File: src/rtl/keccak_pkg.sv
// keccak_pkg: shared Keccak types and rate constants.
//   keccak_mode_t   - hash/XOF mode selector (SHAKE128, SHAKE256, SHA3-256, SHA3-512)
//   tracker_state_t - absorb length tracker states
//   rate_words()    - rate of a mode expressed in lane-width words
package keccak_pkg;

  typedef enum logic [1:0] {
    MODE_SHAKE128 = 2'd0,
    MODE_SHAKE256 = 2'd1,
    MODE_SHA3_256 = 2'd2,
    MODE_SHA3_512 = 2'd3
  } keccak_mode_t;

  typedef enum logic [1:0] {
    TRK_IDLE   = 2'd0,
    TRK_ABSORB = 2'd1,
    TRK_PAD    = 2'd2,
    TRK_DONE   = 2'd3
  } tracker_state_t;

  localparam int unsigned RATE_BITS_1344 = 32'd1344;
  localparam int unsigned RATE_BITS_1088 = 32'd1088;
  localparam int unsigned RATE_BITS_576  = 32'd576;

  // Rate in words of w bits; w is always an elaboration-time constant.
  function automatic int unsigned rate_words(input keccak_mode_t mode, input int unsigned w);
    int unsigned rate_bits;
    case (mode)
      MODE_SHAKE128: rate_bits = RATE_BITS_1344;
      MODE_SHAKE256: rate_bits = RATE_BITS_1088;
      MODE_SHA3_256: rate_bits = RATE_BITS_1088;
      MODE_SHA3_512: rate_bits = RATE_BITS_576;
      default:       rate_bits = RATE_BITS_1344;
    endcase
    return rate_bits / w;
  endfunction

endpackage

File: src/rtl/block_word_counter.sv
// block_word_counter: modulo-rate word position counter within a rate block.
//   clk, rst   - clock, synchronous active-high reset
//   clear      - force the index back to 0 (wins over inc)
//   inc        - advance one word, wrapping after rate_last
//   rate_last  - index of the last word in a block (rate_words-1)
//   word_idx   - current word index within the block
//   block_end  - word_idx equals rate_last
module block_word_counter #(
  parameter int unsigned IDX_W = 5
) (
  input  logic             clk,
  input  logic             rst,
  input  logic             clear,
  input  logic             inc,
  input  logic [IDX_W-1:0] rate_last,
  output logic [IDX_W-1:0] word_idx,
  output logic             block_end
);

  logic [IDX_W-1:0] idx_q;
  logic [IDX_W-1:0] idx_d;

  assign word_idx  = idx_q;
  assign block_end = (idx_q == rate_last);

  // Next index: clear, wrap at block end, or step.
  always_comb begin
    idx_d = idx_q;
    if (clear) begin
      idx_d = {IDX_W{1'b0}};
    end else if (inc) begin
      if (block_end) begin
        idx_d = {IDX_W{1'b0}};
      end else begin
        idx_d = idx_q + {{(IDX_W-1){1'b0}}, 1'b1};
      end
    end else begin
      idx_d = idx_q;
    end
  end

  // Index register.
  always_ff @(posedge clk) begin
    if (rst) begin
      idx_q <= {IDX_W{1'b0}};
    end else begin
      idx_q <= idx_d;
    end
  end

endmodule

File: src/rtl/absorb_length_tracker.sv
// absorb_length_tracker: walks a message of length_in bits word by word and
// reports, per word, the valid bit count, block position and final-block /
// padding status for the absorb datapath.
//   clk, rst    - clock, synchronous active-high reset
//   start       - load length_in / mode_in and begin a message (any state)
//   length_in   - message length in bits
//   mode_in     - keccak_mode_t encoding
//   word_valid  - current word consumed this cycle
//   busy, done  - ABSORB/PAD, DONE
//   last_word   - current word is the final data word
//   word_bits   - valid data bits in the current word (0..W)
//   pad_word    - current word carries padding only
//   word_idx    - word index within the current block
//   block_end   - current word is the last of its block
//   last_block  - current block is the final absorbed block
// All outputs decode registered state only.
module absorb_length_tracker
  import keccak_pkg::*;
#(
  parameter int unsigned WIDTH          = 32,
  parameter int unsigned W              = 64,
  parameter int unsigned MAX_RATE_WORDS = 1344 / W
) (
  input  logic                              clk,
  input  logic                              rst,
  input  logic                              start,
  input  logic [WIDTH-1:0]                  length_in,
  input  logic [1:0]                        mode_in,
  input  logic                              word_valid,
  output logic                              busy,
  output logic                              done,
  output logic                              last_word,
  output logic [$clog2(W):0]                word_bits,
  output logic                              pad_word,
  output logic [$clog2(MAX_RATE_WORDS)-1:0] word_idx,
  output logic                              block_end,
  output logic                              last_block
);

  localparam int unsigned IDX_W  = $clog2(MAX_RATE_WORDS);
  localparam int unsigned WB_W   = $clog2(W) + 1;
  localparam int unsigned LOG2W  = $clog2(W);
  localparam int unsigned RW_W   = IDX_W + 1;
  localparam int unsigned SPAN_W = RW_W + LOG2W;
  // Wide enough that neither the remaining count nor the block span truncates.
  localparam int unsigned CMP_W  = ((WIDTH > SPAN_W) ? WIDTH : SPAN_W) + 1;

  tracker_state_t   state_q, state_d;
  keccak_mode_t     mode_q, mode_d;
  logic [WIDTH-1:0] r_q, r_d;

  logic             cnt_clear_s;
  logic             cnt_inc_s;
  logic [IDX_W-1:0] cnt_idx_s;
  logic             cnt_end_s;
  logic [RW_W-1:0]  rate_words_s;
  logic [IDX_W-1:0] rate_last_s;

  logic             r_le_w_s;
  logic             r_lt_w_s;
  logic [WB_W-1:0]  data_bits_s;
  logic [CMP_W-1:0] span_bits_s;
  logic             data_last_block_s;
  logic [WIDTH-1:0] r_sat_s;

  assign rate_words_s = RW_W'(rate_words(mode_q, W));
  assign rate_last_s  = IDX_W'(rate_words_s - {{(RW_W-1){1'b0}}, 1'b1});

  block_word_counter #(
    .IDX_W (IDX_W)
  ) u_word_counter (
    .clk       (clk),
    .rst       (rst),
    .clear     (cnt_clear_s),
    .inc       (cnt_inc_s),
    .rate_last (rate_last_s),
    .word_idx  (cnt_idx_s),
    .block_end (cnt_end_s)
  );

  // Per-word arithmetic on the remaining-bits counter.
  always_comb begin
    r_le_w_s    = (r_q <= WIDTH'(W));
    r_lt_w_s    = (r_q < WIDTH'(W));
    // A full last word reports W, so the count is never taken modulo W.
    data_bits_s = r_lt_w_s ? r_q[WB_W-1:0] : WB_W'(W);
    // Bits still available in this block: (rate_words - word_idx) * W.
    span_bits_s = CMP_W'(rate_words_s - RW_W'(cnt_idx_s)) << LOG2W;
    // Strict: a message exactly filling the block still needs a pad block.
    data_last_block_s = (CMP_W'(r_q) < span_bits_s);
    r_sat_s     = r_lt_w_s ? {WIDTH{1'b0}} : (r_q - WIDTH'(W));
  end

  // Next-state logic; start overrides any handshake in the same cycle.
  always_comb begin
    state_d     = state_q;
    mode_d      = mode_q;
    r_d         = r_q;
    cnt_clear_s = 1'b0;
    cnt_inc_s   = 1'b0;
    if (start) begin
      state_d     = TRK_ABSORB;
      mode_d      = keccak_mode_t'(mode_in);
      r_d         = length_in;
      cnt_clear_s = 1'b1;
    end else begin
      case (state_q)
        TRK_ABSORB: begin
          if (word_valid) begin
            r_d       = r_sat_s;
            cnt_inc_s = 1'b1;
            if (r_le_w_s) begin
              // A short last word at block end leaves room for the padding.
              if (cnt_end_s && r_lt_w_s) begin
                state_d = TRK_DONE;
              end else begin
                state_d = TRK_PAD;
              end
            end else begin
              state_d = TRK_ABSORB;
            end
          end else begin
            state_d = TRK_ABSORB;
          end
        end
        TRK_PAD: begin
          if (word_valid) begin
            cnt_inc_s = 1'b1;
            if (cnt_end_s) begin
              state_d = TRK_DONE;
            end else begin
              state_d = TRK_PAD;
            end
          end else begin
            state_d = TRK_PAD;
          end
        end
        TRK_DONE: state_d = TRK_DONE;
        TRK_IDLE: state_d = TRK_IDLE;
        default:  state_d = TRK_IDLE;
      endcase
    end
  end

  // Moore output decode.
  always_comb begin
    busy       = 1'b0;
    done       = 1'b0;
    last_word  = 1'b0;
    word_bits  = {WB_W{1'b0}};
    pad_word   = 1'b0;
    word_idx   = {IDX_W{1'b0}};
    block_end  = 1'b0;
    last_block = 1'b0;
    case (state_q)
      TRK_ABSORB: begin
        busy       = 1'b1;
        last_word  = r_le_w_s;
        word_bits  = data_bits_s;
        word_idx   = cnt_idx_s;
        block_end  = cnt_end_s;
        last_block = data_last_block_s;
      end
      TRK_PAD: begin
        busy       = 1'b1;
        pad_word   = 1'b1;
        word_idx   = cnt_idx_s;
        block_end  = cnt_end_s;
        last_block = 1'b1;
      end
      TRK_DONE: done = 1'b1;
      TRK_IDLE: done = 1'b0;
      default:  done = 1'b0;
    endcase
  end

  // State, mode and remaining-bits registers.
  always_ff @(posedge clk) begin
    if (rst) begin
      state_q <= TRK_IDLE;
      mode_q  <= MODE_SHAKE128;
      r_q     <= {WIDTH{1'b0}};
    end else begin
      state_q <= state_d;
      mode_q  <= mode_d;
      r_q     <= r_d;
    end
  end

endmodule

File: config.mk
export PLATFORM = sky130hd
export DESIGN_NAME = absorb_length_tracker
export DESIGN_NICKNAME = d
export VERILOG_FILES = /design/src/rtl/keccak_pkg.sv /design/src/rtl/block_word_counter.sv /design/src/rtl/absorb_length_tracker.sv
export SDC_FILE = /design/constraint.sdc
export NUM_CORES = 1
export LEC_CHECK = 0
export BUFFER_PORTS_ARGS = -buffer_cell sky130_fd_sc_hd__buf_2
export CAP_MARGIN = 20
export CORE_ASPECT_RATIO = 1.25
export CORE_MARGIN = 1.5
export CORE_UTILIZATION = 60
export DETAILED_ROUTE_END_ITERATION = 10
export PLACE_DENSITY = 0.85
export SLEW_MARGIN = 10
export SYNTH_ARGS = -nofsm -noshare
export SYNTH_HDL_FRONTEND = slang
export SYNTH_SLANG_ARGS = --single-unit
File: constraint.sdc
create_clock -name clk -period 4.8 [get_ports clk]
set_clock_uncertainty 0.2 [all_clocks]
set_input_delay 0.24 -clock clk [delete_from_list [all_inputs] [get_ports clk]]
set_output_delay 0.24 -clock clk [all_outputs]
set_load 0.01 [all_outputs]
# Word-level counts from Yosys, hierarchy flattened
# Cells that the tools add are included.
op_classes:
  n_addsub: 4
  mux: 26
  eq_ne: 7
  n_reduce_logical: 10
  magnitude_cmp: 3
op_table:
  columns: ["operator", "n"]
  rows:
  - ["$mux 32", 4]
  - ["$pmux 12 s3", 1]
  - ["$lt 32x33->1", 1]
  - ["$le 32x7->1 const B", 1]
  - ["$lt 32x7->1 const B", 1]
  - ["$sub 32x7->32 const B", 1]
  - ["$mux 7", 2]
  - ["$mux 1", 12]
  - ["$mux 5", 2]
  - ["$eq 2x2->1 const B", 4]
  - ["$pmux 2 s4", 1]
  - ["$reduce_or 2->1", 4]
  - ["$sub 6x5->7", 1]
  - ["$mux 2", 3]
  - ["$add 5x1->5 const B", 1]
  - ["$eq 5x5->1", 1]
  - ["$sub 5x1->5 const B", 1]
  - ["$eq 2x1->1 const B", 2]
  - ["$logic_not 2->1", 2]
  - ["$reduce_bool 2->1", 2]
  - ["$pmux 1 s2", 1]
  - ["$reduce_and 2->1", 1]
  - ["$logic_and 1x1->1", 1]
word_totals:
  output_inout_bits: 18
  wordCells: 55
  ff_bits: 41

# Depth between registers and ports, before layout
depth:
  ltp_word: 11
  depth_mapped: 13
  depth_no_buf: 13

# Hierarchy
# From an unflattened synthesis, not the netlist that was laid out.
unflattened:
  hier_cells: 384
  area_unflattened_um2: 3123.0
modules_own_cells:
  columns: ["mod", "area_each_um2", "instances", "cells_each"]
  rows:
  - ["absorb_length_tracker", 2757.6, 1, 345]
  - ["block_word_counter", 365.4, 1, 39]

# Worst setup path before layout
# No wires, ideal clock.
synth_path:
  path_type: "flip-flop to output port"
  from: "reg mode_q[0]"
  to: "out last_block"
  path_buffers: 0
  stages_incl_launch_ff: 13
  path_slack_ps: 1804
  arrival_time_ps: 2556
  path_cell_list: "dfxtp_1 nand2_1 inv_1 ha_1 o21ai_0 a21oi_1 nor2_1 inv_1 ha_1 or3b_2 a221oi_1 a221oi_1 nor3_1"
synth_via:
  elab_chain_len: 6
  word_cells_on_any_way: 9
  cone_classes: "add/sub (1); order compare (1); eq/ne (3); mux (2); reduce/logical (2)"
synth_lines:
  columns: ["element", "line", "rtl"]
  rows:
  - ["start, declared", "absorb_length_tracker.sv:49", "keccak_mode_t mode_q, mode_d;"]
  - ["start signal, assigned", "absorb_length_tracker.sv:185", "mode_q <= mode_d;"]
  - ["$eq 2x2->1 or $eq 2x1->1 (tied branches)", "keccak_pkg.sv:28", "case (mode)"]
  - ["$reduce_or 2->1 (no line)", null, null]
  - ["$pmux 12 s3 (*)", "keccak_pkg.sv:28", null]
  - ["$sub 6x5->7 (*)", "absorb_length_tracker.sv:88", "span_bits_s = CMP_W'(rate_words_s - RW_W'(cnt_idx_s)) << LOG2W;"]
  - ["$lt 32x33->1 (*)", "absorb_length_tracker.sv:90", "data_last_block_s = (CMP_W'(r_q) < span_bits_s);"]
  - ["$pmux 1 s2 (*)", "absorb_length_tracker.sv:155", "case (state_q)"]
  - ["end, declared", "absorb_length_tracker.sv:37", "output logic last_block"]
# Every way passes the cells marked *; elsewhere a longest branch is shown, timed or not. The select of a mux whose other input is x is not followed.

# Final worst setup path
layout_path:
  from: "reg mode_q[1]"
  to: "out last_block"
# Same word-level chain as after synthesis.

==> impl_metrics.csv <==
group,metric,value,unit
status,status,"finished clean",
cts,clockRootBuffer,"clkbuf_8",
setup_path,reg2reg_from,"r_q[12]",
floorplan,die_y,81.3,microns
final_layout,antennaDiodeCount,0,
cts,postCtsHoldBufs,22,
power_and_ir_drop,power,957,uW
power_and_ir_drop,clockPowerShare,34.7,%
power_and_ir_drop,pwr-share-seq,41.3,%
global_route,grt_pass1_wl,13.6,mm
floorplan,design.core.area,0.00473,sq mm
setup_path,worstPathCellList,"nand2_1 > inv_1 > ha_1 > o21ai_0 > a21oi_1 > nor2_1 > inv_1 > ha_1 > a21oi_1 > o21ai_0 > a211oi_1 > o31ai_1 > nor3_1 > buf_2",
timing,tightestPinTransition,758,ps
setup_path,cpPeakStageDelay,490,ps
setup_path,end_kind,"output pin",
power_and_ir_drop,power.share.switching,29.6,%
power_and_ir_drop,pwr_density_cell,266,mW/mm^2
placed_design,port_buffers,55,
job,drv_cap,0,
cts,insertion_delay,310,ps
final_layout,area_delta_synth_final,22.1,%
timing,hold_violations,0,
power_and_ir_drop,p_sw,283,uW
route,vias,3113,
global_route,grt_max_degree,42,
setup_path,worstPathArrival,3320,ps
route,via_per_inst,6.19,
worst_hold_path,hold_path_class,"in -> reg",
cts,cts_resized,0,
setup_path,cp_top_family,"compound AO/OA/AOI/OAI gates",
synthesis,synth-async-reset-ratio,0,%
cts,clock-sinks,41,
timing,min_period,3760,ps
floorplan,top_level_ports,56,
setup_path,r2r_slack,1930,ps
timing,slew_viol_final,0,
timing,fmax,266,MHz
power_and_ir_drop,vdd_drop_max,0.279,mV
floorplan,start_util,62.2,%
synthesis,yosysSeqAreaShare,27.9,%
synthesis,synth_cell_types,47,
worst_hold_path,hp-start,"length_in[11]",
power_and_ir_drop,power.leakage,0.00152,uW
floorplan,rows,28,
route,drtAntennaViolNets,0,
route,first_iter_violations,291,
global_route,grt_usage,32.7,%
global_route,grt_pass1_vias,2969,
setup_path,critPathRequiredTime,4360,ps
cts,clock_path_buffers,2,
timing,period_share,78.3,%
setup_path,critical_path_buf_inv_count,3,
setup_path,path_depth,14,
setup_path,crit_path_top_delay_cell,"inv_1",
setup_path,reg2reg_depth,5,
cts,cts_max_level,2,
final_layout,post_route_cells_drive_above_1_share,16.7,%
route,dr.pass1.iters,4,
setup_path,crit_type,"reg -> out",
worst_hold_path,hold_depth,3,
worst_hold_path,hold_end,"r_q[11]",
floorplan,dieArea,0.00534,sq mm
route,drc,0,
synthesis,ys_ff_latch,41,
synthesis,avgSynthCellArea,7.94,sq um
global_route,antenna_found_initial,0,
timing,fin_tns_setup,0,ps
synthesis,syn_nets,444,
synthesis,synth_edf_count,0,
timing,grt_setup_unrepaired,"false",
placed_design,place_congestion,0.914,
route,routed_wl,8.16,mm
timing,setup_viol,0,
synthesis,synthesis.instances,371,
power_and_ir_drop,pwr-share-comb,24.1,%
final_layout,layout.nets,515,
power_and_ir_drop,p_int,674,uW
synthesis,ys.flop_type,"dfxtp_1",
route,post_drt_wl_per_cell,16.2,microns
setup_path,critical_path.max_fanout,19,
cts,numCtsBuffers,5,
final_layout,post-route-util,76.0,%
global_route,grt-ovfl-total,0,
synthesis,syn_area,0.00294,sq mm
cts,cts_tree,"yes",
cts,cts_setup_buffers,0,
setup_path,crit_start,"mode_q[1]",
timing,slew_headroom,49.5,%
setup_path,timing.rr.end,"r_q[17]",
cts,clkSlewWorstSetupHoldPaths,80,ps
floorplan,fp.dieW,65.7,microns
synthesis,ys_warn_count,0,
placed_design,hpwl,5.64,mm
setup_path,start_kind,"register",
-- stage by stage --
step                      hold WS, ps  setup WS, ps  instance area, sq um  cells
after floorplan                   149          1800                  2940    371
after global placement            233          1530                  3230    472
after detailed placement          241          1410                  3230    472
after CTS                        14.7          1080                  3590    502
after global routing             23.5           697                  3590    503
final                            20.4          1040                  3590    503
-- power by group through the flow --
stage,clock network [uW],logic [uW],registers (uW)
final,332,230,395
after global routing,353,258,397
after CTS,336,226,393
after detailed placement,0,209,401
after global placement,0,203,400
after floorplan,0,156,391
-- registers in the layout (all words and copies together), names as in the netlist --
name / flops
mode_q: 2
r_q: 32
state_q: 2
u_word_counter.word_idx: 5
-- worst reg2reg max path, cell delays in order (launching register included) --
cell and delay, ps:
dfxtp_1 400, nor4_1 590, nand4_1 400, or3_4 540, o21ai_2 430, o21ai_0 180
-- how the worst max path moves through the flow --
stage | to
final | last_block
after global placement | last_block
after CTS | last_block
after detailed placement | last_block
after global routing | last_block
after floorplan | last_block
-- layout make-up --
class / instances / area (sq um)
clock inverters: 3 / 65.1
flip-flops and latches: 41 / 821
fillers: 362 / 1130
inverters: 17 / 63.8
well taps: 60 / 75.1
repair buffers: 78 / 500
multi-input cells: 299 / 2000
clock buffers: 5 / 68.8
-- layout by cell type, fill, tap and decap left out, drive strengths merged, types with 2 or more instances in the layout --
| cell | instances |
|---|---|
| buf | 56 |
| dfxtp | 41 |
| nand2 | 36 |
| ha | 34 |
| nor2 | 33 |
| a21oi | 31 |
| o21ai | 25 |
| dlygate4sd3 | 22 |
| xnor2 | 20 |
| nor3 | 18 |
| inv | 17 |
| nor4 | 12 |
| nand4 | 8 |
| o22ai | 7 |
| or3 | 7 |
| and3 | 6 |
| a221oi | 6 |
| a22o | 6 |
| nand3 | 5 |
| clkbuf | 5 |
| or4 | 5 |
| nor2b | 4 |
| nand2b | 3 |
| xor2 | 3 |
| o211ai | 3 |
| a211oi | 3 |
| o31ai | 3 |
| mux2i | 3 |
| a21o | 2 |
| and4 | 2 |
| nor4b | 2 |
| and2 | 2 |
| or2 | 2 |
| bufinv | 2 |
-- logic make-up (layout without fill, tap and decap cells) --
logic type | after synthesis | after routing | synth area share, %
buffers and inverters | 31 | 103 | 4.25
xor gates and xnor gates | 23 | 23 | 6.84
muxes | 3 | 3 | 1.02
and+or+nand+nor | 146 | 146 | 25.5
AOI/OAI and AO/OA | 92 | 92 | 19.4
adders and majority gates | 35 | 35 | 15.1
DFF | 41 | 41 | 27.9
-- Yosys cell counts, types with 2 or more instances --
master	number	area share [%]
a211oi_1	3	0.76
a21o_1	2	0.51
a21oi_1	30	5.1
a221oi_1	6	1.8
a22o_1	6	1.8
and2_1	2	0.42
and3_1	6	1.3
and4_1	2	0.60
buf_1	2	0.26
clkbuf_1	10	1.3
dfxtp_1	41	28
ha_1	34	14
inv_1	17	2.2
mux2i_1	3	1.0
nand2_1	36	4.6
nand2b_1	3	0.64
nand3_1	5	0.85
nand4_1	8	1.7
nor2_1	33	4.2
nor2b_1	4	0.85
nor3_1	18	3.1
nor4_1	11	2.3
nor4b_1	2	0.60
o211ai_1	3	0.76
o21ai_0	24	4.1
o22ai_1	7	1.5
o31ai_1	3	0.76
or2_2	2	0.42
or3_1	5	1.1
or3_4	2	0.76
or4_1	4	1.0
xnor2_1	20	5.9
xor2_1	3	0.89
-- metal layers --
metal	GRT usage (%)	vias to the layer above	share of wire, %
li1	-	1492	-
met1	40.5	1452	40
met2	54.3	137	50
met3	6.09	32	6.2
met4	15.4	0	3.9
met5	0	-	0
Note: power is estimated with default switching activity, not from simulation.
